File: src/rtl/sccb_arb_pkg.sv
// Shared types and constants for the SCCB write arbiter.
// In-band command codes are matched against the {reg_addr, data} pair of a request.
package sccb_arb_pkg;

  typedef enum logic [2:0] {
    StIdle,
    StIssue,
    StWaitDone,
    StDelay,
    StResp,
    StGap
  } state_e;

  localparam logic [15:0] CMD_DELAY     = 16'hFFF0;
  localparam logic [15:0] CMD_END       = 16'hFFFF;
  localparam logic [7:0]  SCCB_SLAVE_WR = 8'h42;

  function automatic int unsigned max3(input int unsigned a, input int unsigned b,
                                       input int unsigned c);
    int unsigned m;
    m = (a > b) ? a : b;
    return (m > c) ? m : c;
  endfunction

endpackage

File: src/rtl/sccb_rr_arbiter.sv
// Combinational rotate-priority picker: first valid requester after i_rr_ptr, wrapping.
// The pointer itself is owned by the parent.
module sccb_rr_arbiter #(
  parameter int unsigned NUM_REQ = 2,
  parameter int unsigned IdxW    = $clog2(NUM_REQ)
) (
  input  logic [NUM_REQ-1:0] i_req_valid,
  input  logic [IdxW-1:0]    i_rr_ptr,
  output logic [NUM_REQ-1:0] o_grant_onehot,
  output logic [IdxW-1:0]    o_grant_idx,
  output logic               o_any_valid
);

  logic [IdxW-1:0] w_j;

  always_comb begin
    o_any_valid = 1'b0;
    o_grant_idx = '0;
    w_j         = '0;
    for (int k = 1; k <= int'(NUM_REQ); k++) begin
      w_j = IdxW'((int'(i_rr_ptr) + k) % int'(NUM_REQ));
      if (!o_any_valid && i_req_valid[w_j]) begin
        o_any_valid = 1'b1;
        o_grant_idx = w_j;
      end
    end
  end

  assign o_grant_onehot = o_any_valid ? (NUM_REQ'(1) << o_grant_idx) : '0;

endmodule

File: src/rtl/sccb_write_arbiter.sv
// Round-robin sharing of one SCCB write master, with local DELAY/END command handling.
// Optional sccb_done watchdog enabled by defining SCCB_ARB_TIMEOUT_EN.
module sccb_write_arbiter
  import sccb_arb_pkg::*;
#(
  parameter int unsigned NUM_REQ        = 2,
  parameter logic [7:0]  SLAVE_ADDR     = SCCB_SLAVE_WR,
  parameter int unsigned GAP_CYCLES     = 100,
  parameter int unsigned DELAY_CYCLES   = 10000,
  parameter int unsigned TIMEOUT_CYCLES = 4096
) (
  input  logic                       clk,
  input  logic                       reset,
  input  logic [NUM_REQ-1:0]         i_req_valid,
  input  logic [NUM_REQ*8-1:0]       i_req_reg_addr,
  input  logic [NUM_REQ*8-1:0]       i_req_data,
  output logic [NUM_REQ-1:0]         o_req_ready,
  output logic [NUM_REQ-1:0]         o_rsp_done,
  output logic [NUM_REQ-1:0]         o_rsp_err,
  output logic                       o_sccb_start,
  output logic [23:0]                o_sccb_indata,
  input  logic                       i_sccb_done,
  output logic                       o_busy,
  output logic [$clog2(NUM_REQ)-1:0] o_grant_id
);

  localparam int unsigned IdxW = $clog2(NUM_REQ);
  localparam int unsigned CntW = $clog2(max3(GAP_CYCLES, DELAY_CYCLES, TIMEOUT_CYCLES) + 1);

  state_e              r_state, w_state_d;
  logic [CntW-1:0]     r_cnt, w_cnt_d;
  logic [IdxW-1:0]     r_grant, r_ptr;
  logic [NUM_REQ-1:0]  r_grant_oh;
  logic [23:0]         r_indata;
  logic [NUM_REQ-1:0]  w_grant_oh;
  logic [IdxW-1:0]     w_grant_idx;
  logic                w_any_valid;
  logic                w_is_cmd;

  sccb_rr_arbiter #(
    .NUM_REQ (NUM_REQ),
    .IdxW    (IdxW)
  ) u_rr (
    .i_req_valid    (i_req_valid),
    .i_rr_ptr       (r_ptr),
    .o_grant_onehot (w_grant_oh),
    .o_grant_idx    (w_grant_idx),
    .o_any_valid    (w_any_valid)
  );

  assign w_is_cmd = (r_indata[15:0] == CMD_DELAY) || (r_indata[15:0] == CMD_END);

`ifdef SCCB_ARB_TIMEOUT_EN
  logic r_err;
  logic w_timeout;

  assign w_timeout = (r_state == StWaitDone) && !i_sccb_done &&
                     (r_cnt == CntW'(TIMEOUT_CYCLES - 1));

  always_ff @(posedge clk or posedge reset) begin
    if (reset) begin
      r_err <= 1'b0;
    end else if (r_state == StIdle) begin
      r_err <= 1'b0;
    end else if (w_timeout) begin
      r_err <= 1'b1;
    end
  end
`endif

  always_ff @(posedge clk or posedge reset) begin
    if (reset) begin
      r_state    <= StIdle;
      r_cnt      <= '0;
      r_ptr      <= IdxW'(NUM_REQ - 1);
      r_grant    <= '0;
      r_grant_oh <= '0;
      r_indata   <= '0;
    end else begin
      r_state <= w_state_d;
      r_cnt   <= w_cnt_d;
      if (r_state == StIdle && w_any_valid) begin
        r_grant    <= w_grant_idx;
        r_ptr      <= w_grant_idx;
        r_grant_oh <= w_grant_oh;
        r_indata   <= {SLAVE_ADDR, i_req_reg_addr[int'(w_grant_idx)*8 +: 8],
                       i_req_data[int'(w_grant_idx)*8 +: 8]};
      end
    end
  end

  always_comb begin
    w_state_d = r_state;
    w_cnt_d   = r_cnt;
    unique case (r_state)
      StIdle: begin
        if (w_any_valid) w_state_d = StIssue;
      end
      StIssue: begin
        w_cnt_d = '0;
        if (r_indata[15:0] == CMD_DELAY)    w_state_d = StDelay;
        else if (r_indata[15:0] == CMD_END) w_state_d = StResp;
        else                                w_state_d = StWaitDone;
      end
      StWaitDone: begin
        if (i_sccb_done) begin
          w_state_d = StResp;
`ifdef SCCB_ARB_TIMEOUT_EN
        end else if (w_timeout) begin
          w_state_d = StResp;
        end else begin
          w_cnt_d = r_cnt + 1'b1;
`endif
        end
      end
      StDelay: begin
        // Holds one extra settle cycle after the 0..DELAY_CYCLES-1 count.
        if (r_cnt == CntW'(DELAY_CYCLES)) w_state_d = StResp;
        else                              w_cnt_d   = r_cnt + 1'b1;
      end
      StResp: begin
        w_cnt_d   = '0;
        w_state_d = StGap;
      end
      StGap: begin
        if (r_cnt == CntW'(GAP_CYCLES - 1)) begin
          w_state_d = StIdle;
          w_cnt_d   = '0;
        end else begin
          w_cnt_d = r_cnt + 1'b1;
        end
      end
      default: w_state_d = StIdle;
    endcase
  end

  always_comb begin
    o_req_ready  = '0;
    o_rsp_done   = '0;
    o_rsp_err    = '0;
    o_sccb_start = 1'b0;
    if (r_state == StIssue) begin
      o_req_ready  = r_grant_oh;
      o_sccb_start = !w_is_cmd;
    end
    if (r_state == StResp) begin
      o_rsp_done = r_grant_oh;
`ifdef SCCB_ARB_TIMEOUT_EN
      if (r_err) o_rsp_err = r_grant_oh;
`endif
    end
  end

  assign o_sccb_indata = r_indata;
  assign o_busy        = (r_state != StIdle);
  assign o_grant_id    = r_grant;

endmodule

File: config.mk
export PLATFORM = sky130hd
export DESIGN_NAME = sccb_write_arbiter
export DESIGN_NICKNAME = d
export VERILOG_FILES = /design/src/rtl/sccb_arb_pkg.sv /design/src/rtl/sccb_rr_arbiter.sv /design/src/rtl/sccb_write_arbiter.sv
export SDC_FILE = /design/constraint.sdc
export NUM_CORES = 1
export LEC_CHECK = 0
export BUFFER_PORTS_ARGS = -buffer_cell sky130_fd_sc_hd__buf_2
export CAP_MARGIN = 10
export CELL_PAD_IN_SITES_DETAIL_PLACEMENT = 1
export CELL_PAD_IN_SITES_GLOBAL_PLACEMENT = 1
export CORE_MARGIN = 2
export CORE_UTILIZATION = 34
export CTS_BUF_LIST = sky130_fd_sc_hd__clkbuf_8 sky130_fd_sc_hd__clkbuf_16
export CTS_CLUSTER_SIZE = 8
export DETAILED_ROUTE_END_ITERATION = 6
export PLACE_DENSITY_LB_ADDON = 0.1
export SLEW_MARGIN = 20
export SYNTH_ARGS = -nofsm -noshare
export SYNTH_HDL_FRONTEND = slang
export SYNTH_HIERARCHICAL = 1
export SYNTH_SLANG_ARGS = --single-unit
export TNS_END_PERCENT = 10
File: constraint.sdc
create_clock -name clk -period 1.66 [get_ports clk]
set_clock_uncertainty 0.15 [all_clocks]
set_input_delay 0.166 -clock clk [delete_from_list [all_inputs] [get_ports clk]]
set_output_delay 0.166 -clock clk [all_outputs]
set_load 0.02 [all_outputs]
* Yosys cells after proc, flatten, opt, wreduce, memory -nomap -nowiden
Index checks and enable logic that the tools add are counted.
** Word-level totals
- Logic and storage cells :: 61
- Flip-flop bits (word level) :: 38
- Output and inout port bits :: 33
- Bits of input ports :: 37
** Operators by class
- Order comparisons :: 2
- Reduce and logical (&&, ||, !) cells :: 11
- Equal/unequal tests :: 14
- Multiplexer cells :: 22
- Shift-type cells :: 3
- Add/subtract/negate cells :: 3
** Operators by type and width (number)
- 14-bit one-hot mux with 3 select lines :: 1
- 16-bit equality test, second input constant :: 2
- 16-bit by 5-bit indexed part select with 8-bit output :: 2
- 14-bit two-way mux :: 2
- 3-bit two-way mux :: 6
- 3-bit one-hot mux with 6 select lines :: 1
- 14-bit by 1-bit adder with 14-bit output, second input constant :: 1
- 14-bit equality test, second input constant :: 1
- 14-bit by 7-bit equality test with 1-bit output, second input constant :: 1
- 1-bit two-way mux :: 9
- 2-bit != test, second input constant :: 4
- 3-bit by 2-bit equality test with 1-bit output, second input constant :: 2
- 3-bit equality test, second input constant :: 2
- 2-bit two-way mux :: 3
- 3-bit nonzero test :: 2
- 1-bit by 2-bit < comparator with 1-bit output, second input constant :: 2
- 4-bit AND reduction :: 1
- 3-bit by 1-bit equality test with 1-bit output, second input constant :: 1
- 3-bit zero test :: 1
- 1-bit adder, second input constant :: 2
- 1-bit logical AND :: 2
- 1-bit zero test :: 2
- 2-bit by 1-bit != test with 1-bit output, second input constant :: 1
- 2-bit AND reduction :: 1
- 3 further kinds :: 3

* Logic depth before layout (Yosys ltp)
Gate-level depths: netlist (run 1).
- Depth after elaboration :: 9
- Depth in mapped cells :: 7
- Gate-level depth less buffers :: 6

* Cells and area by module
The synthesis (run 1) kept the hierarchy.
** By module, submodules not included
- sccb_write_arbiter :: area an instance 2149.6 sq um, instances 1, cells each 226
- sccb_rr_arbiter :: area an instance 32.5 sq um, instances 1, cells each 5

* Worst setup path before layout (run 1)
OpenSTA, ideal clock, no wires.
- Kind :: flip-flop to flip-flop
- Start point :: register r_indata[8], in the netlist o_sccb_indata[8]
- End point :: register r_state[0]
- Cell stages (with the launch flop) :: 5
- Path buffers :: 0
- Arrival :: 1.490 ns
- Required time :: 1.406 ns
- Setup slack :: -0.084 ns
- Cell sequence :: dfrtp_1 nand4_1 or3_1 o31a_1 o311ai_1
** Between the ends
- Cells in the longest elaborated chain, start to end :: 3
** RTL lines
- from (decl) :: RTL line sccb_write_arbiter.sv:34 : logic [23:0] r_indata;
- from (signal assigned) :: RTL line sccb_write_arbiter.sv:86 : r_indata <= {SLAVE_ADDR, i_req_reg_addr[int'(w_grant_idx)*8 +: 8],
- 16-bit equality test :: RTL line sccb_write_arbiter.sv:101 : if (r_indata[15:0] == CMD_DELAY) w_state_d = StDelay;
- 3-bit two-way mux :: RTL line sccb_write_arbiter.sv:101
- 3-bit one-hot mux with 6 select lines :: RTL line sccb_write_arbiter.sv:95 : unique case (r_state)
- to (signal assigned) :: RTL line sccb_write_arbiter.sv:73 : r_state <= StIdle;
- to (signal assigned) :: RTL line sccb_write_arbiter.sv:80 : r_state <= w_state_d;
- to (decl) :: RTL line sccb_write_arbiter.sv:30 : state_e r_state, w_state_d;
Every way passes these cells.
A chain may end at the register's enable or synchronous reset.

* Worst setup path after layout (run 1)
- Start point :: register r_indata[0], in the netlist o_sccb_indata[0]
- End point :: output o_sccb_start
** Between the ends
- Cells in the longest elaborated chain, start to end :: 4
- Elaborated cells on any way between the ends :: 5
- Classes of those cells :: eq/ne (2); mux (1); reduce/logical (2)
** RTL lines
- 16-bit equality test :: RTL line sccb_write_arbiter.sv:51 : assign w_is_cmd = (r_indata[15:0] == CMD_DELAY) || (r_indata[15:0] == CMD_END);
- 1-bit logical OR (*) :: RTL line sccb_write_arbiter.sv:51
- 1-bit zero test (*) :: RTL line sccb_write_arbiter.sv:144 : o_sccb_start = !w_is_cmd;
- 1-bit two-way mux (*) :: RTL line sccb_write_arbiter.sv:142 : if (r_state == StIssue) begin
- to (decl) :: RTL line sccb_write_arbiter.sv:20 : output logic o_sccb_start,
Mark *: on every way between the ends. The rest lies on a longest branch, timed or not.

==> flow_summary.ini, run 1 <==
[run_status]
status = complete, but fails checks
violations = negative setup slack

[finish]
drive_above_1_share_pct = 49.6
syn_to_final_growth_pct = 46.7
num-fill-cells = 753
final_area_um2 = 3200
nets = 383
num_antenna_cells = 0
layoutNonFillerInstCount = 422

[placement]
dpl.hpwl_um = 4850
placed_area_um2 = 2880
dp.cells = 403
port_buffers = 61
place.gp.congestion = 0.756

[global_routing]
grt_max_degree = 35
antenna_found_initial = 0
grt_pass1_wl_um = 10900
track_usage_pct = 18.9
grt_pass1_vias = 2227
grt_overflow = 0

[power_and_ir_drop]
p_int_mw = 3.03
sw_frac_of_total_pct = 41.0
p_seq_share_pct = 30.2
power_density_nw_per_um2 = 1610
p_sw_mw = 2.11
p_leak_nw = 1.49
p_clk_share_pct = 14.9
peakVddDrop_uv = 907
power.total_mw = 5.14
p_comb_share_pct = 54.9

[timing]
fmax_mhz = 531
hold_viol_final = 0
tns_ns = -1.08
rsz0062_at_grt = true
whs_ns = 0.0214
final.period_utilization_pct = 113
maxSlewViolCount = 0
period_minus_slack_ns = 1.88
fin_ws_ns = -0.222
finalSetupViolCount = 21

[worst_setup_path]
critPathMaxFanout = 2
worstPathArrival_ns = 1.57
crit_required_ns = 1.34
cp-end-kind = primary output
crit_type = flip-flop to primary output
critPathLaunchType = flip-flop

[floorplan]
fp.dieW_um = 84.1
core-area_um2 = 6280
floorplan.die_area_um2 = 7070
rows = 29
start_util_pct = 34.8
die_h_um = 84.1
io_pins = 70

[drt]
wl_um = 6490
initialDrtViolationCount = 55
first_pass_iters = 4
ant_nets = 0
dr_wl_met3_um = 236
wl_met1_um = 3050
wl_met2_um = 3140
vias = 2133
detail_route.wl_per_cell_um = 15.4
drc = 0
vias_per_cell = 5.05
highest_layer = met4

[job]
maxCapViolCount = 0

[synth]
ys_ff_latch = 38
async_reset_ff_share_pct = 100
synth_warnings = 6
synth_area_leader_cell = dfrtp_1
synth-edff-count = 0
synthTopCellsByArea = dfrtp_1 (42%), mux2i_1 (7.8%), a21oi_1 (6.0%), nor2_1 (4.6%), buf_4 (3.4%)
yosysMostFrequentCell = dfrtp_1
synthDistinctLibCells = 49
syn_avg_cell_area_um2 = 9.45
netlist_instances = 231
synth.yosys.seq_area_share_pct = 43.6
dominantRegCellSynth = dfrtp_1
synthTopCellsByCount = dfrtp_1 (37), nor2_1 (27), a21oi_1 (26), mux2i_1 (17), nand4_1 (11)
synth.cell_area_um2 = 2180
yosysTopAreaCellShare_pct = 42.4

[worst_hold_path]
hold_class = input port to flip-flop

[clock_tree]
cts_htree_levels = 2
cts_tree = done
numCtsBuffers = 5
cts_root_buffer = clkbuf_8
worstSkewPairLatency_ns = 0.29
clockBufferDepth = 2
path_clk_slew_ns = 0.08
clock_sinks = 38
==> state kept, by name (all words and copies together) (netlist names) <==
signal / count
o_sccb_indata: 17
r_cnt: 14
r_state: 3
r_grant_oh: 2
o_grant_id: 1
r_ptr: 1
==> critical path, stage by stage (launching register included) <==
cell,delay [ns]
dfrtp_2,0.41
or4_4,0.54
a21oi_2,0.13
nor2_1,0.05
buf_4,0.15
==> placed cells by master, fill, tap and decap left out, types with 2 or more instances in the layout <==
cell type / synthesis / final
a21boi_1: 3 / 2
a21oi_1: 26 / 24
a21oi_2: 1 / 3
a31oi_1: 4 / 3
and2_1: 4 / 3
and3_1: 6 / 5
buf_12: 0 / 3
buf_2: 6 / 58
buf_4: 10 / 53
buf_6: 1 / 4
clkbuf_8: 0 / 5
conb_1: 1 / 8
dfrtp_1: 37 / 23
dfrtp_2: 0 / 14
ha_4: 0 / 2
inv_1: 10 / 9
inv_2: 0 / 3
mux2_2: 2 / 2
mux2i_1: 17 / 17
nand2_1: 7 / 7
nand3_1: 6 / 5
nand3_2: 1 / 2
nand4_1: 11 / 11
nor2_1: 27 / 26
nor4_1: 2 / 2
o21ai_0: 7 / 6
o31a_1: 2 / 2
o31ai_1: 2 / 2
or2_2: 2 / 2
or3_1: 4 / 3
or4_4: 1 / 2
xor2_1: 4 / 4
==> power by group through the flow <==
stage                     sequential [mW]  combinational [mW]  clock (mW)
after global routing                 1.60                3.10       0.829
after global placement               1.51                2.44           0
after CTS                            1.52                2.70       0.794
final                                1.55                2.83       0.767
after detailed placement             1.53                2.48           0
after floorplan                      1.72                1.20           0
==> stage by stage <==
| step | util [%] | worst slack (ns) |
|---|---|---|
| 2_1_floorplan | - | -0.0180 |
| 3_3_place_gp | 45.9 | -0.0953 |
| 3_5_place_dp | 45.9 | -0.134 |
| 4_1_cts | 49.5 | -0.243 |
| 5_1_grt | 51.0 | -0.279 |
| 6_report | 51.0 | -0.222 |
==> worst paths after layout <==
path | slack (ns) | to | start | cells after the start
worst min register to register | 0.34 | o_sccb_indata[17]$_DFFE_PP0P_ | o_sccb_indata[17]$_DFFE_PP0P_ | 1
worst max register to register | -0.12 | r_cnt[2]$_DFFE_PP0P_ | r_cnt[0]$_DFFE_PP0P_ | 7
worst max-delay path | -0.22 | o_sccb_start | o_sccb_indata[0]$_DFFE_PP0P_ | 4
min in group asynchronous | 0.26 | r_cnt[10]$_DFFE_PP0P_ | reset | 3
max in group asynchronous | 0.51 | r_ptr$_DFFE_PP1P_ | reset | 4
worst min-delay path | 0.02 | o_sccb_indata[10]$_DFFE_PP0P_ | i_req_reg_addr[2] | 3
==> per-layer routing <==
| metal | global-route usage, % | vias to the layer above |
|---|---|---|
| met2 | 30.2 | 45 |
| met4 | 5.28 | 0 |
| met3 | 4.06 | 4 |
| met5 | 0 | - |
| li1 | - | 1042 |
| met1 | 26.1 | 1042 |
==> kinds of logic after synthesis <==
logic type / synth area share (%)
AOI/OAI and AO/OA: 14.5
adders and majority gates: 1.15
xor gates and xnor gates: 1.61
muxes: 8.83
other: 0.172
DFF: 43.6
and+or+nand+nor: 22.4
buffers and inverters: 7.74
==> area by class of cell <==
class                   count  area, um^2  area share (%)
well taps                  77        96.3            3.01
flip-flops and latches     38         970            30.3
clock inverters             3        37.5            1.17
multi-input cells         170        1190            37.1
clock buffers               5        68.8            2.15
inverters                  10        37.5            1.17
repair buffers            119         803            25.1
==> what timing repair did <==
item | 4_1_cts | 5_1_grt
setup endpoints to repair | 26 | 43
endpoints found under the hold margin | 8 | 0
buffers inserted | 7 | 4
pin swaps | 10 | 9
gates cloned | 0 | 0
gates resized for setup | 19 | 18
hold buffers | 1 | 0
(Power assumes the default switching activity.)
==> run 2, diff against run 1 <==
Settings changed: CORE_UTILIZATION 34 to 35, CTS_BUF_LIST sky130_fd_sc_hd__clkbuf_8 sky130_fd_sc_hd__clkbuf_16 to sky130_fd_sc_hd__clkbuf_8.
==> run 2 against run 1 <==
Non-clock buffer count shrank 14. Cell count shrank 3.8%. Count of clock-buffer cells in the layout grew 1. Via count shrank 0.80%. Largest cell class unchanged. Critical path depth is the same. Setup slack is essentially flat. Wire length shrank 2.8%. The flow still finishes with violations (negative setup slack). Final area shrank 3.3%. Maximum frequency is essentially flat. Highest routed layer unchanged. Global-route usage shrank 0.45 points. Hold slack lost 0.0015 ns. Core utilization grew 0.66 points.
==> flow_summary.ini, run 2 (synthesis gave the netlist of run 1 again) <==
[run_status]
status = complete, but fails checks
violations = negative setup slack

[global_routing]
track_usage_pct = 18.5
grt_overflow = 0
grt_pass1_wl_um = 10600
grt_max_degree = 39
antenna_found_initial = 0
grt_pass1_vias = 2214

[finish]
drive_above_1_share_pct = 48.6
largest_reg_flops = 17
final_util_pct = 51.7
num-fill-cells = 735
mostFrequentLayoutCell = buf_2
layout_common_cells = buf_2 (57), buf_4 (39), nor2_1 (26), dfrtp_1 (24), a21oi_1 (22)
num_antenna_cells = 0
nets = 369
syn_to_final_growth_pct = 41.8

[timing]
hold_viol_final = 0
rsz0062_at_grt = true
fmax_mhz = 531
maxSlewViolCount = 0
finalSetupViolCount = 22
fin_ws_ns = -0.222
period_minus_slack_ns = 1.88
final.period_utilization_pct = 113

[drt]
initialDrtViolationCount = 82
detail_route.wl_per_cell_um = 15.5
wl_um = 6310
vias = 2116
first_pass_iters = 4
ant_nets = 0
drc = 0
vias_per_cell = 5.21

[worst_setup_path]
critPathMaxFanout = 2
critPathLaunchType = flip-flop
reg2reg_to = r_state[1]$_DFFE_PP0P_
crit_required_ns = 1.34
cp-end-kind = primary output
r2r_start = r_cnt[1]$_DFFE_PP0P_
crit_type = flip-flop to primary output
worstPathArrival_ns = 1.57
rr_worst_depth = 6
worst-r2r-setup-slack_ns = -0.16

[clock_tree]
clock_sinks = 38
cts_htree_levels = 2
path_clk_slew_ns = 0.08
numCtsBuffers = 5
clockBufferDepth = 2
worstSkewPairLatency_ns = 0.29
cts_tree = done
cts_root_buffer = clkbuf_8

[worst_hold_path]
hold_class = input port to flip-flop
holdPathEnd = o_sccb_indata[10]$_DFFE_PP0P_
hold_depth = 3
min_from = i_req_reg_addr[2]

[job]
maxCapViolCount = 0

[power_and_ir_drop]
p_leak_nw = 1.42
power_density_nw_per_um2 = 1580
peakVddDrop_uv = 891

[floorplan]
start_util_pct = 36.4
floorplan.die_area_um2 = 6880
die_h_um = 83.0
rows = 28
fp.dieW_um = 83.0
core-area_um2 = 5990
io_pins = 70

[placement]
dp_slack_ns = -0.145
place.gp.congestion = 0.811
port_buffers = 61
dpl.hpwl_um = 4720
-- run 2: changes by cell type in the layout (fill, tap and decap cells not counted), sizes merged --
cell,change
clkinvlp,+1
clkbuf,+1
clkinv,+1
buf,-14
inv,-2
bufinv,-1
-- run 2: per-layer routing --
layer / up-vias / share of wire, % / global-route usage (%)
met4: 0 / 1.6 / 5.66
met3: 10 / 3.6 / 3.58
met2: 47 / 49 / 29.8
met1: 1037 / 46 / 25.2
li1: 1022 / - / -
met5: - / 0 / 0
-- run 2: critical path, stage by stage (launching register included) --
cell,delay [ns]
dfrtp_2,0.40
or4_4,0.54
a21oi_2,0.14
nor2_2,0.06
buf_6,0.13
-- run 2: layout make-up --
class | instances | area (um^2) | share of cell area, %
Clock buffer | 6 | 82.6 | 2.67
Clock inverter | 2 | 12.5 | 0.404
Inverter | 10 | 37.5 | 1.21
Multi-Input combinational cell | 170 | 1200 | 38.9
Sequential cell | 38 | 968 | 31.3
Tap cell | 75 | 93.8 | 3.03
Timing Repair Buffer | 105 | 696 | 22.5
-- run 2: repair_timing --
action / CTS / global route
pin swaps: 13 / 7
hold endpoints to repair: 37 / 0
buffers inserted: 2 / 0
gates cloned: 0 / 1
hold buffers: 1 / 0
gates resized for setup: 18 / 28
setup endpoints to repair: 22 / 40
-- run 2: how the worst max path moves through the flow --
stage	from	endpoint	slack, ns	cells past startpoint
after global routing	o_sccb_indata[1]$_DFFE_PP0P_	o_sccb_start	-0.27	4
after global placement	r_cnt[0]$_DFFE_PP0P_	r_state[1]$_DFFE_PP0P_	-0.10	6
after CTS	o_sccb_indata[1]$_DFFE_PP0P_	o_sccb_start	-0.25	4
final	o_sccb_indata[1]$_DFFE_PP0P_	o_sccb_start	-0.22	4
after detailed placement	r_cnt[0]$_DFFE_PP0P_	r_state[2]$_DFFE_PP0P_	-0.14	6
after floorplan	o_sccb_indata[1]$_DFFE_PP0P_	r_state[0]$_DFFE_PP0P_	-0.02	3
-- run 2: power by group --
part           switching, mW  leakage (nW)  internal (mW)
sequential             0.271         0.449           1.27
clock                  0.348        0.0472          0.334
combinational           1.47         0.922           1.20
total                   2.09          1.42           2.81
-- run 2: stage by stage --
step / hold WS [ns] / TNS, ns / std cells / total power [mW] / instance area (um^2)
after floorplan: 0.207 / -0.0206 / 238 / 2.93 / 2220
after global placement: 0.161 / -0.734 / 394 / 3.87 / 2820
after detailed placement: 0.163 / -1.75 / 394 / 3.93 / 2820
after CTS: 0.0204 / -2.20 / 405 / 4.73 / 3000
after global routing: 0.0260 / -3.44 / 406 / 5.25 / 3090
final: 0.0199 / -1.75 / 406 / 4.90 / 3090
